<file path="src/rtl/fetch_pkg.sv">
// fetch_pkg: shared types, sizes and PC helpers for the instruction fetch stage.
//   PC_W / INSTR_W : PC and instruction widths
//   PROG_DEPTH     : number of valid memory words (PC wraps inside this range)
//   RESET_PC       : PC value loaded on reset
package fetch_pkg;
    localparam int PC_W       = 8;
    localparam int INSTR_W    = 8;
    localparam int PROG_DEPTH = 16;
    localparam int RESET_PC   = 0;

    typedef logic [PC_W-1:0]    pc_t;
    typedef logic [INSTR_W-1:0] instr_t;

    // Sequential successor with wrap at the end of program memory.
    function automatic pc_t next_pc(input pc_t pc);
        return (pc == pc_t'(PROG_DEPTH - 1)) ? '0 : pc + pc_t'(1);
    endfunction

    // Out-of-range redirect targets fold back into program memory.
    function automatic pc_t wrap_pc(input pc_t pc);
        return pc % pc_t'(PROG_DEPTH);
    endfunction
endpackage

</file>
<file path="src/rtl/fetch_stage_if.sv">
// fetch_stage_if: memory, redirect and IF/ID handshake signals of the fetch stage.
//   master : fetch stage side (drives PC and the IF/ID entry)
//   slave  : environment side (memory, execute and decode)
interface fetch_stage_if import fetch_pkg::*; ();
    pc_t    PC;
    instr_t Instruction_Code;
    logic   Redirect;
    pc_t    Redirect_PC;
    logic   ID_Valid;
    logic   ID_Ready;
    instr_t ID_Instr;
    pc_t    ID_PC;

    modport master (
        output PC, ID_Valid, ID_Instr, ID_PC,
        input  Instruction_Code, Redirect, Redirect_PC, ID_Ready
    );
    modport slave (
        input  PC, ID_Valid, ID_Instr, ID_PC,
        output Instruction_Code, Redirect, Redirect_PC, ID_Ready
    );
endinterface

</file>
<file path="src/rtl/fetch_stage_pc_reg.sv">
// pc_reg: program counter register.
//   Clk, Reset (sync, active low), Enable : clock / reset / run enable
//   Redirect, Redirect_PC                 : jump target from execute
//   Advance                               : IF/ID accepted a fetch this cycle
//   PC                                    : registered program counter
// Priority: reset, then redirect (only while enabled), then advance, else hold.
module pc_reg import fetch_pkg::*; (
    input  logic Clk,
    input  logic Reset,
    input  logic Enable,
    input  logic Redirect,
    input  pc_t  Redirect_PC,
    input  logic Advance,
    output pc_t  PC
);
    always_ff @(posedge Clk) begin
        if (!Reset)
            PC <= pc_t'(RESET_PC);
        else if (Enable && Redirect)
            PC <= wrap_pc(Redirect_PC);
        else if (Advance)
            PC <= next_pc(PC);
    end
endmodule

</file>
<file path="src/rtl/fetch_stage.sv">
// fetch_stage: instruction fetch with a single-entry IF/ID register.
//   Clk, Reset (sync, active low) : clock / reset
//   Enable                        : run enable; low holds PC and IF/ID
//   bus (fetch_stage_if.master)   : PC/Instruction_Code memory port,
//                                   Redirect/Redirect_PC from execute,
//                                   ID_Valid/ID_Ready/ID_Instr/ID_PC to decode
//   Fetch_Count, Flush_Count      : saturating perf counters, only when
//                                   FETCH_PERF_EN is defined
module fetch_stage import fetch_pkg::*; (
    input  logic          Clk,
    input  logic          Reset,
    input  logic          Enable,
`ifdef FETCH_PERF_EN
    output logic [15:0]   Fetch_Count,
    output logic [15:0]   Flush_Count,
`endif
    fetch_stage_if.master bus
);
    pc_t    pc;
    logic   id_valid;
    instr_t id_instr;
    pc_t    id_pc;
    logic   xfer, adv, advance;

    assign xfer    = id_valid && bus.ID_Ready;
    assign adv     = Enable && (!id_valid || bus.ID_Ready);
    assign advance = adv && !bus.Redirect;

    pc_reg u_pc_reg (
        .Clk         (Clk),
        .Reset       (Reset),
        .Enable      (Enable),
        .Redirect    (bus.Redirect),
        .Redirect_PC (bus.Redirect_PC),
        .Advance     (advance),
        .PC          (pc)
    );

    always_ff @(posedge Clk) begin
        if (!Reset) begin
            id_valid <= 1'b0;
            id_instr <= '0;
            id_pc    <= '0;
        end else if (!Enable) begin
            // Decode may still drain the held entry while fetch is frozen.
            if (xfer)
                id_valid <= 1'b0;
        end else if (bus.Redirect) begin
            // Wrong-path fetch is dropped; the old entry is flushed.
            id_valid <= 1'b0;
        end else if (adv) begin
            id_valid <= 1'b1;
            id_instr <= bus.Instruction_Code;
            id_pc    <= pc;
        end
    end

    assign bus.PC       = pc;
    assign bus.ID_Valid = id_valid;
    assign bus.ID_Instr = id_instr;
    assign bus.ID_PC    = id_pc;

`ifdef FETCH_PERF_EN
    logic [15:0] fetch_cnt, flush_cnt;
    logic        flush;

    // A flush only counts when the entry is lost, not when decode took it.
    assign flush = Enable && bus.Redirect && id_valid && !bus.ID_Ready;

    always_ff @(posedge Clk) begin
        if (!Reset) begin
            fetch_cnt <= '0;
            flush_cnt <= '0;
        end else begin
            if (advance && fetch_cnt != 16'hFFFF)
                fetch_cnt <= fetch_cnt + 16'd1;
            if (flush && flush_cnt != 16'hFFFF)
                flush_cnt <= flush_cnt + 16'd1;
        end
    end

    assign Fetch_Count = fetch_cnt;
    assign Flush_Count = flush_cnt;
`endif
endmodule

</file>
<file path="src/flat_wrapper.sv">
// flat-port wrapper written by rule: the top's interface ports become plain ports
module fetch_stage_flat import fetch_pkg::*;
  (Clk, Reset, Enable, bus_PC, bus_ID_Valid, bus_ID_Instr, bus_ID_PC, bus_Instruction_Code, bus_Redirect, bus_Redirect_PC, bus_ID_Ready);
  fetch_stage_if bus_i ();
  input  logic Clk;
  input  logic Reset;
  input  logic Enable;
  output wire logic [$bits(bus_i.PC)-1:0] bus_PC;
  output wire logic [$bits(bus_i.ID_Valid)-1:0] bus_ID_Valid;
  output wire logic [$bits(bus_i.ID_Instr)-1:0] bus_ID_Instr;
  output wire logic [$bits(bus_i.ID_PC)-1:0] bus_ID_PC;
  input wire logic [$bits(bus_i.Instruction_Code)-1:0] bus_Instruction_Code;
  input wire logic [$bits(bus_i.Redirect)-1:0] bus_Redirect;
  input wire logic [$bits(bus_i.Redirect_PC)-1:0] bus_Redirect_PC;
  input wire logic [$bits(bus_i.ID_Ready)-1:0] bus_ID_Ready;
  assign bus_PC = bus_i.PC;
  assign bus_ID_Valid = bus_i.ID_Valid;
  assign bus_ID_Instr = bus_i.ID_Instr;
  assign bus_ID_PC = bus_i.ID_PC;
  assign bus_i.Instruction_Code = bus_Instruction_Code;
  assign bus_i.Redirect = bus_Redirect;
  assign bus_i.Redirect_PC = bus_Redirect_PC;
  assign bus_i.ID_Ready = bus_ID_Ready;
  fetch_stage u_core (.Clk(Clk), .Reset(Reset), .Enable(Enable), .bus(bus_i));
endmodule
</file>
<file path="config.mk">
export PLATFORM = sky130hd
export DESIGN_NAME = fetch_stage_flat
export DESIGN_NICKNAME = d
export VERILOG_FILES = /design/src/rtl/fetch_pkg.sv /design/src/rtl/fetch_stage_if.sv /design/src/rtl/fetch_stage_pc_reg.sv /design/src/rtl/fetch_stage.sv /design/src/flat_wrapper.sv
export SDC_FILE = /design/constraint.sdc
export NUM_CORES = 1
export LEC_CHECK = 0
export ABC_AREA = 0
export CAP_MARGIN = 20
export CORE_AREA = 10 10 61 63
export DETAILED_ROUTE_END_ITERATION = 16
export DIE_AREA = 0 0 71 73
export PLACE_DENSITY = 0.81
export SLEW_MARGIN = 0
export SYNTH_ARGS = -nofsm -noshare
export SYNTH_HDL_FRONTEND = slang
export SYNTH_SLANG_ARGS = --single-unit
</file>
<file path="constraint.sdc">
create_clock -name Clk -period 2.73 [get_ports Clk]
set_input_delay 0.4095 -clock Clk [delete_from_list [all_inputs] [get_ports Clk]]
set_output_delay 0.4095 -clock Clk [all_outputs]
set_load 0.05 [all_outputs]
</file>
==> results of run 1 <==
==> registers in the layout (all words and copies together), names as in the netlist <==
| signal | flops |
|---|---|
| u_core.bus.ID_Instr | 8 |
| u_core.bus.ID_PC | 8 |
| u_core.u_pc_reg.PC | 8 |
| u_core.bus.ID_Valid | 1 |
==> cell usage after synthesis, drive strengths merged <==
| cell | instances | area share [%] |
|---|---|---|
| or2 | 1 | 0.56 |
| clkbuf | 4 | 1.5 |
| dfxtp | 25 | 45 |
| or4 | 1 | 1.0 |
| a21boi | 17 | 11 |
| nor4 | 4 | 2.2 |
| o21ai | 3 | 1.3 |
| nand2 | 38 | 13 |
| a31oi | 1 | 0.56 |
| o311ai | 1 | 2.4 |
| clkdlybuf4s50 | 1 | 1.0 |
| xnor2 | 4 | 3.1 |
| nor2b | 1 | 0.56 |
| a21oi | 2 | 0.90 |
| nand4 | 1 | 0.56 |
| nand3 | 4 | 1.8 |
| and3 | 3 | 1.7 |
| nor3 | 1 | 0.45 |
| o31a | 1 | 0.79 |
| ha | 1 | 1.1 |
| xor2 | 1 | 0.79 |
| and2 | 1 | 0.56 |
| buf | 3 | 1.9 |
| or2b | 1 | 0.79 |
| nor3b | 1 | 0.67 |
| nand2b | 2 | 1.1 |
| o221ai | 1 | 0.79 |
| nor2 | 5 | 1.9 |
| nand3b | 1 | 0.67 |
==> kinds of logic after synthesis <==
group                      after synthesis
AOI/OAI and AO/OA                       26
xor gates and xnor gates                 5
adders and majority gates                1
buffers and inverters                    8
DFF                                     25
and+or+nand+nor                         65
==> worst paths after layout <==
check | from | endpoint | slack (ns) | depth (start not counted)
worst max-delay path | u_core.u_pc_reg.PC[3] | bus_PC[3] | 0.62 | 1
worst min-delay path | u_core.bus.ID_PC[7] | u_core.bus.ID_PC[7] | 0.47 | 2
worst max register to register | u_core.u_pc_reg.PC[4] | u_core.u_pc_reg.PC[0] | 0.93 | 4
worst min register to register | u_core.bus.ID_PC[7] | u_core.bus.ID_PC[7] | 0.47 | 2
==> power groups by stage <==
stage | Sequential (mW) | Clock, mW | Combinational [mW]
final | 0.389 | 0.160 | 0.137
after global routing | 0.391 | 0.186 | 0.146
after floorplan | 0.437 | 0 | 0.0416
after detailed placement | 0.397 | 0 | 0.138
after global placement | 0.396 | 0 | 0.136
after CTS | 0.389 | 0.164 | 0.138
==> cell type report <==
class	instances	area (um^2)	area share [%]
clock buffers	4	26.28	1.698
multi-input cells	97	564.3	36.46
flip-flops and latches	25	500.5	32.34
well taps	31	38.79	2.506
repair buffers	42	417.9	27.00
==> tightest hold or removal path, stage by stage (launching register included) <==
cell and delay [ns]:
dfxtp_1 0.33, nand2_1 0.05, a21boi_0 0.06
==> layer usage <==
metal  global-route usage (%)  vias up
met3                    4.354        3
met2                    18.69       29
met1                    12.26      475
li1                         -      518
met5                        0        -
met4                    3.226        0
==> through the flow <==
| step | instances | util (%) | setup WS, ns |
|---|---|---|---|
| finish | 199 | 59.19 | 0.6156 |
| global route | 199 | 59.19 | 0.5511 |
| CTS | 199 | 59.19 | 0.6222 |
| detailed placement | 195 | 58.18 | 0.3959 |
| global placement | 195 | 58.18 | 0.4329 |
| floorplan | 130 | - | 0.7990 |
==> summary.md, run 1 <==
| Metric | Value |
|---|---|
| Status | `finished clean` |
| CP Data Required Time | `2.32 ns` |
| Worst setup SP type | `flip-flop` |
| Initial antenna violation count | `0` |
| Part of the power in registers | `between 50% and 60%` |
| Critical-path cell with the highest stage delay | `clkdlybuf4s50_1` |
| Core area | `0.002615 mm^2` |
| Synth Area in Compound Gates | `18.20%` |
| Proportion of power drawn by combinational gates | `20.0%` |
| WP buf/inv | `1` |
| Largest family of logic cells by synthesized area | `simple AND/OR/NAND/NOR gates` |
| Layout net count | `roughly 190` |
| Wirelength per Cell | `14.25 um` |
| Unrepaired setup endpoints after global routing | `no` |
| DP Wirelength | `about 2200 um` |
| Pin count of the biggest net entering global routing | `24` |
| Final hold vios | `0` |
| Critical path fanouts, max | `8` |
| Tcrit/Tclk final | `77.45%` |
| Placed Area | `around 0.0015 mm^2` |
| Fillers | `259` |
| Area share of fa/ha/maj cells after synthesis | `1.124%` |
| Maximum clock path buffer count | `2` |
| Max-cap violations | `0` |
| Mux contribution to synthesized area | `0%` |
| Critical-path cell list | `clkdlybuf4s50_1` |
| Critical Setup Path Class | `reg2out` |
| Post-Synthesis Cells | `130` |
| Synthesized area per cell | `roughly 8.6 um^2` |
| Total negative slack | `0 ns` |
| Sequential element share of the synthesized area | `around 45%` |
| Die Y | `73 um` |
| Vias | `slightly above 1k` |
| Sink Count | `25` |
| Post-synth cell types | `32` |
| Fin area | `0.001548 mm^2` |
| Post-Synthesis Net Count | `152` |
| Top routing layer in use | `met4` |
| Flops & latches, synth | `25` |
| Xor/xnor share of the synthesized area | `~3.9%` |
| Global-route wire length before repair | `4802 um` |
| DR DRC count | `0` |
| Chip width | `71 um` |
| Total die area | `roughly 0.0052 mm^2` |
| Commonest cells after routing, fill and taps aside | `clkdlybuf4s50_1 (41), nand2_1 (38), dfxtp_1 (25), a21boi_0 (17)` |
| Clk slew on worst S/H paths | `0.12 ns` |
| Int Power | `491.2 uW` |
| Hold Crit Class | `reg2reg` |
| Met3 wire length | `208 um` |
| Resized cells post-CTS | `0` |
| DRT iter0 DRCs | `32` |
| Switching part of the total | `28.35%` |
| Met2 wire length | `1399 um` |
| Share of layout cells above drive strength 1 | `4.762%` |
| Crit-path leading delay family | `buffers and inverters` |
| Total global-route track usage | `10.95%` |
| CTS tree | `done` |
| Grt ovf | `0` |
| Total power | `685.5 uW` |
| CTS Buf Count | `3` |
| Synth warnings | `0` |
| Synthesis-to-finish area growth | `38.99%` |
| Post-route ant nets | `0` |
| Commonest non-fill, non-tap cell in the layout | `clkdlybuf4s50_1` |
| Ant. Diodes | `0` |
| IO Port Bufs | `41` |
| Clk_lat worst skew | `0.32 ns` |
| WP data arrival | `1.70 ns` |
| Peak supply drop | `0.0003651 V` |
| Placer Congestion | `0.8146` |
| Wire length on met1 | `about 1200 um` |
| Post-Synth Simple-Gate Area | `27.42%` |
| Starting Density | `42.58%` |
| Mapped Area | `0.001114 mm^2` |
| Sw Pwr | `194.3 uW` |
| Crit-path max cell delay | `0.88 ns` |
| Lkg Pwr | `0.5260 nW` |
| Hold_ws | `0.4741 ns` |
| Vias in the first global route | `1,003` |
| Final Skew | `0.005966 ns` |
| Rel. slew slack | `around half` |
| Final WL | `2836 um` |
| Routed vias/inst | `roughly 5.2` |
| First-pass detailed-route iteration total | `4` |
| Period minus WS final | `2.114 ns` |
| Max-slew violation count | `0` |
| Slew @ Worst Pin | `0.7603 ns` |
| Endpoint type of the worst setup path | `output port` |
| Hold_buf cts | `0` |
| H-tree depth | `1` |
| Rows | `19` |
| Root Driver | `clkbuf_4` |
| PwrDens | `between 400 and 500 mW/mm^2` |
| Postcts setup bufs | `0` |
| Fmax achieved | `472.9 MHz` |
| Clock Power Share | `about a quarter` |
| IO Count | `46` |
| # setup viols final | `0` |
Note: power is estimated with default switching activity, not from simulation.
==> run 2, diff against run 1 <==
CORE_AREA = 10 10 66 68   (was 10 10 61 63)
DIE_AREA = 0 0 76 78   (was 0 0 71 73)
PLACE_DENSITY = 0.72   (was 0.81)
clock period = 1.7 ns   (was 2.73 ns; I/O delays follow)
==> summary.md, run 2 (synthesized netlist as in run 1, its figures left out) <==
| Metric | Value |
|---|---|
| Placer Congestion | `0.7531 (-7.5%)` |
| Hold Crit Class | `reg2reg` |
| Register-to-register path setup slack | `0.05 ns (-0.88 ns)` |
| Period minus WS final | `between 1.5 and 2 ns` |
| Total global-route track usage | `10.31% (-0.64 points)` |
| DP Wirelength | `2366 um (+6.5%)` |
| Hold_buf cts | `0 (unchanged)` |
| Worst setup SP type | `flip-flop` |
| Post-route ant nets | `0 (unchanged)` |
| IO Count | `46 (unchanged)` |
| IO Port Bufs | `41 (unchanged)` |
| Die Y | `78 um (+6.8%)` |
| Final Skew | `0.004662 ns (-0.001304 ns)` |
| Wirelength per Cell | `13.10 um (-8.1%)` |
| Placed Area | `0.001568 mm^2 (+3.0%)` |
| Fillers | `311 (+20%)` |
| Synthesis-to-finish area growth | `45.62%` |
| Pin count of the biggest net entering global routing | `18 (-25%)` |
| Max-cap violations | `0 (unchanged)` |
| Clk_lat worst skew | `0.32 ns (about the same)` |
| Peak supply drop | `0.0002587 V (-29%)` |
| WP data arrival | `1.87 ns (+0.17 ns)` |
| Core area | `0.003179 mm^2 (+22%)` |
| Area taken by multi-input logic gates | `566.8 um^2 (+0.44%)` |
| Critical-path cell with the highest stage delay | `or4_4` |
| Core Util, Final | `51.00% (-8.2 points)` |
| Routed vias/inst | `4.702 (-8.7%)` |
| H-tree depth | `1 (unchanged)` |
| Layout net count | `204 (+6.8%)` |
| Hold_sp | `u_core.bus.ID_Instr[6]` |
| Starting Density | `35.03% (-7.6 points)` |
| Unrepaired setup endpoints after global routing | `no` |
| Clk slew on worst S/H paths | `0.13 ns (about the same)` |
| # setup viols final | `0 (unchanged)` |
| Chip width | `76 um (+7.0%)` |
| R2r endpoint | `u_core.u_pc_reg.PC[0]` |
| DRT iter0 DRCs | `43 (+34%)` |
| Endpoint type of the worst setup path | `flip-flop` |
| CTS tree | `done` |
| Global-route wire length before repair | `5043 um (+5.0%)` |
| Root Driver | `clkbuf_4` |
| Worst setup path endpoint | `u_core.u_pc_reg.PC[0]` |
| PwrDens | `690.4 mW/mm^2 (+56%)` |
| Grt ovf | `0 (unchanged)` |
| Vias | `1,072 (+4.6%)` |
| Share of layout cells above drive strength 1 | `30.39% (+26 points)` |
| Final hold vios | `0 (unchanged)` |
| Hold_ws | `0.4716 ns (-0.002426 ns)` |
| Commonest non-fill, non-tap cell in the layout | `buf_4` |
| Critical-path cell list | `or4_4 > or2_4 > nor3b_1 > o31a_1` |
| Max-slew violation count | `0 (unchanged)` |
| CTS Buf Count | `3 (unchanged)` |
| Final WL | `2987 um (+5.3%)` |
| Worst R2R Start | `u_core.u_pc_reg.PC[6]` |
| R2r worst-path depth | `4 (unchanged)` |
| Lkg Pwr | `0.6431 nW (+22%)` |
| Rows | `21 (+2)` |
| Critical path fanouts, max | `4 (-4)` |
| Initial antenna violation count | `1 (+1)` |
| CP Data Required Time | `1.92 ns (-0.40 ns)` |
| Critical Path Start | `u_core.u_pc_reg.PC[6]` |
| Commonest cells after routing, fill and taps aside | `buf_4 (39), nand2_1 (38), a21boi_0 (17), dfxtp_1 (17), clkdlybuf4s50_1 (16)` |
| DR DRC count | `0 (unchanged)` |
| Slew @ Worst Pin | `0.6918 ns (-0.06849 ns)` |
| Total negative slack | `0 ns (unchanged)` |
| Tcrit/Tclk final | `96.86%` |
| Fmax achieved | `607.3 MHz` |
| Sink Count | `25 (unchanged)` |
| Sequential cell area | `515.5 um^2 (+3.0%)` |
| Maximum clock path buffer count | `2 (unchanged)` |
| Status | `finished clean` |
| Fin area | `0.001622 mm^2 (+4.8%)` |
| Vias in the first global route | `1,065 (+6.2%)` |
| Total die area | `0.005928 mm^2 (+14%)` |
| Crit-path max cell delay | `0.54 ns (-0.34 ns)` |
| Critical Setup Path Class | `reg2reg` |
| First-pass detailed-route iteration total | `4 (unchanged)` |
| Rel. slew slack | `53.83% (+4.7 points)` |
==> run 2: worst min path at each step <==
stage,end,slack [ns],depth (start not counted)
floorplan,u_core.u_pc_reg.PC[6],0.39,2
global placement,u_core.bus.ID_PC[2],0.45,2
detailed placement,u_core.bus.ID_Instr[6],0.46,2
CTS,u_core.bus.ID_Instr[6],0.48,2
global route,u_core.bus.ID_Instr[2],0.46,3
finish,u_core.bus.ID_Instr[6],0.47,2
==> run 2: area by class of cell <==
class	count	share of cell area [%]
clock buffer	4	1.620
timing repair buffer	55	27.93
multi-input combinational	97	34.95
sequential	25	31.79
antenna	1	0.1543
tap	46	3.549
==> run 2: layer usage <==
metal | track usage, % | wire (um) | vias up | part of all wire (%)
met4 | 8.144 | 100 | 0 | 3.3
met1 | 11.55 | 1278 | 488 | 43
li1 | - | - | 545 | -
met2 | 17.09 | 1493 | 33 | 50
met5 | 0 | 0 | - | 0
met3 | 1.728 | 115 | 6 | 3.9
==> run 2: power by group <==
group | switching, mW | internal (mW) | total (mW)
Combinational | 0.133 | 0.0969 | 0.230
Clock | 0.177 | 0.0919 | 0.269
Sequential | 0.0172 | 0.604 | 0.621
Total | 0.327 | 0.793 | 1.12
==> run 2: through the flow <==
stage	setup slack, ns	total power [mW]	cells
global placement	-0.08106	0.8594	220
finish	0.05334	1.120	228
floorplan	0.01535	0.7669	130
detailed placement	-0.1411	0.8662	220
global route	0.005734	1.177	228
CTS	0.02154	1.128	224
==> run 2: worst max-delay path: cells and delay by family, from the launching register on <==
kind	cells	cell delay, ns
compound gates	1	0.23
simple gates	3	0.95
flops	1	0.38
==> run 2: repair_timing <==
item | in CTS | in global routing
hold endpoints to repair | 0 | 0
setup buffers | 0 | 3
gates resized for setup | 0 | 1
setup endpoints to repair | 0 | 1
==> run 3, diff against run 2 <==
GPL_TIMING_DRIVEN = 1   (was not set)
PLACE_DENSITY = 0.81   (was 0.72)
==> summary.md, run 3 (synthesized netlist as in run 1, its figures left out) <==
| Metric | Value |
|---|---|
| Worst setup path endpoint | `u_core.u_pc_reg.PC[0]` |
| Hold Crit Class | `reg2reg` |
| CP Data Required Time | `1.91 ns (about the same)` |
| Pin count of the biggest net entering global routing | `24 (+6)` |
| Register-to-register path setup slack | `0.06 ns (about the same)` |
| Layout net count | `201 (-1.5%)` |
| Max-slew violation count | `0 (unchanged)` |
| Grt ovf | `0 (unchanged)` |
| Fillers | `319 (+2.6%)` |
| Worst setup SP type | `flip-flop` |
| R2r endpoint | `u_core.u_pc_reg.PC[0]` |
| Switching part of the total | `28.71% (-0.49 points)` |
| CTS Buf Count | `3 (unchanged)` |
| Dpl ws | `-0.1546 ns (-0.01345 ns)` |
| IO Port Bufs | `41 (unchanged)` |
| Initial antenna violation count | `0 (-1)` |
| Slew @ Worst Pin | `0.6898 ns (-0.001993 ns)` |
| Worst R2R Start | `u_core.u_pc_reg.PC[6]` |
| Starting Density | `35.03% (unchanged)` |
| # setup viols final | `0 (unchanged)` |
| Part of the power in registers | `56.2% (+0.7 points)` |
| Clk slew on worst S/H paths | `0.13 ns (about the same)` |
| Placer Congestion | `0.8249 (+9.5%)` |
| Total die area | `0.005928 mm^2 (unchanged)` |
| Synthesis-to-finish area growth | `43.37%` |
| Maximum clock path buffer count | `2 (unchanged)` |
| Fmax achieved | `608.3 MHz (+0.17%)` |
| Hold_ws | `0.4760 ns (+0.004371 ns)` |
| IO Count | `46 (unchanged)` |
| H-tree depth | `1 (unchanged)` |
| Sw Pwr | `318.3 uW (-2.6%)` |
| Period minus WS final | `1.644 ns (-0.002738 ns)` |
| Max-cap violations | `0 (unchanged)` |
| Peak supply drop | `0.0004752 V (+84%)` |
| Placed Area | `0.001568 mm^2 (unchanged)` |
| Critical Path Start | `u_core.u_pc_reg.PC[6]` |
| Routed vias/inst | `4.643 (-1.3%)` |
| DP Wirelength | `2269 um (-4.1%)` |
| Fin area | `0.001597 mm^2 (-1.5%)` |
| First-pass detailed-route iteration total | `4 (unchanged)` |
| Sink Count | `25 (unchanged)` |
| Final hold vios | `0 (unchanged)` |
| WP data arrival | `1.85 ns (-0.02 ns)` |
| R2r worst-path depth | `4 (unchanged)` |
| Ant. Diodes | `0 (-1)` |
| Lkg Pwr | `0.6255 nW (-2.7%)` |
| Rel. slew slack | `53.97% (+0.13 points)` |
| Commonest cells after routing, fill and taps aside | `nand2_1 (38), buf_4 (36), a21boi_0 (17), dfxtp_1 (17), clkdlybuf4s50_1 (16)` |
| Endpoint type of the worst setup path | `flip-flop` |
| Global-route wire length before repair | `4726 um (-6.3%)` |
| Commonest non-fill, non-tap cell in the layout | `nand2_1` |
| Int Power | `790.3 uW (-0.30%)` |
| DR DRC count | `0 (unchanged)` |
| Die Y | `78 um (unchanged)` |
| Critical path fanouts, max | `5 (+1)` |
| Proportion of power drawn by combinational gates | `20.3% (-0.2 points)` |
| Final WS setup | `0.05608 ns (+0.002738 ns)` |
| Final Skew | `0.003555 ns (-0.001108 ns)` |
| Status | `finished clean` |
| Unrepaired setup endpoints after global routing | `no` |
| Post-route ant nets | `0 (unchanged)` |
| Total global-route track usage | `9.245% (-1.1 points)` |
| Rows | `21 (unchanged)` |
| Tcrit/Tclk final | `96.70% (-0.16 points)` |
| Clock Power Share | `23.5% (-0.5 points)` |
| Final WL | `2822 um (-5.5%)` |
| Critical Setup Path Class | `reg2reg` |
| Root Driver | `clkbuf_4` |
| Area taken by multi-input logic gates | `566.8 um^2 (unchanged)` |
| PwrDens | `694.3 mW/mm^2 (+0.57%)` |
| Clk_lat worst skew | `0.30 ns (-0.02 ns)` |
| Sequential cell area | `515.5 um^2 (unchanged)` |
| Share of layout cells above drive strength 1 | `29.21% (-1.2 points)` |
| CTS tree | `done` |
| Vias in the first global route | `1,041 (-2.3%)` |
| DRT iter0 DRCs | `15 (-65%)` |
| Chip width | `76 um (unchanged)` |
| Core area | `0.003179 mm^2 (unchanged)` |
| Wirelength per Cell | `12.60 um (-3.8%)` |
| Vias | `1,040 (-3.0%)` |
==> run 3: worst min-delay path by stage <==
stage               cells past startpoint              startpoint  slack (ns)                      to
detailed placement                      2     u_core.bus.ID_PC[1]        0.46     u_core.bus.ID_PC[1]
CTS                                     2     u_core.bus.ID_PC[1]        0.48     u_core.bus.ID_PC[1]
global placement                        2  u_core.bus.ID_Instr[7]        0.45  u_core.bus.ID_Instr[7]
finish                                  2  u_core.bus.ID_Instr[6]        0.48  u_core.bus.ID_Instr[6]
global route                            2  u_core.bus.ID_Instr[6]        0.50  u_core.bus.ID_Instr[6]
floorplan                               2                   Reset        0.39   u_core.u_pc_reg.PC[6]
==> run 3: per-layer routing <==
metal / share of wire [%] / GRT usage (%) / routed length (um) / up-vias
li1: - / - / - / 540
met4: 0.35 / 1.705 / 10 / 0
met2: 50 / 16.07 / 1404 / 24
met5: 0 / 0 / 0 / -
met3: 4.0 / 2.650 / 114 / 2
met1: 46 / 11.10 / 1293 / 474
==> run 3: final cells by class <==
type                    instances  share of cell area (%)
clock buffers                   4                   1.646
multi-input cells              97                   35.50
well taps                      46                   3.605
flip-flops and latches         25                   32.29
repair buffers                 52                   26.96
==> run 3: critical path: stages (launching register included) <==
cell     delay, ns
dfxtp_4       0.39
or4_4         0.54
or2_4         0.26
nor3b_1       0.14
o31a_1        0.22
==> run 3: power groups by stage <==
stage	logic, mW	registers, mW	clock network, mW
floorplan	0.0667	0.700	0
global placement	0.223	0.634	0
detailed placement	0.227	0.636	0
CTS	0.228	0.623	0.266
global route	0.242	0.626	0.288
finish	0.225	0.623	0.261
==> run 3: timing repair <==
| item | CTS | global route |
|---|---|---|
| setup buffers | 0 | 0 |
| hold buffers | 0 | 0 |
| endpoints found under the setup margin | 0 | 1 |
| resized for setup | 0 | 1 |
==> run 3: per-stage QoR <==
step	total power [mW]	std cells	util [%]	setup TNS, ns
detailed placement	0.8630	220	49.31	-1.710
finish	1.109	224	50.22	0
CTS	1.117	224	50.14	0
global route	1.156	224	50.22	0
global placement	0.8573	220	49.31	-0.9896
floorplan	0.7669	130	-	0
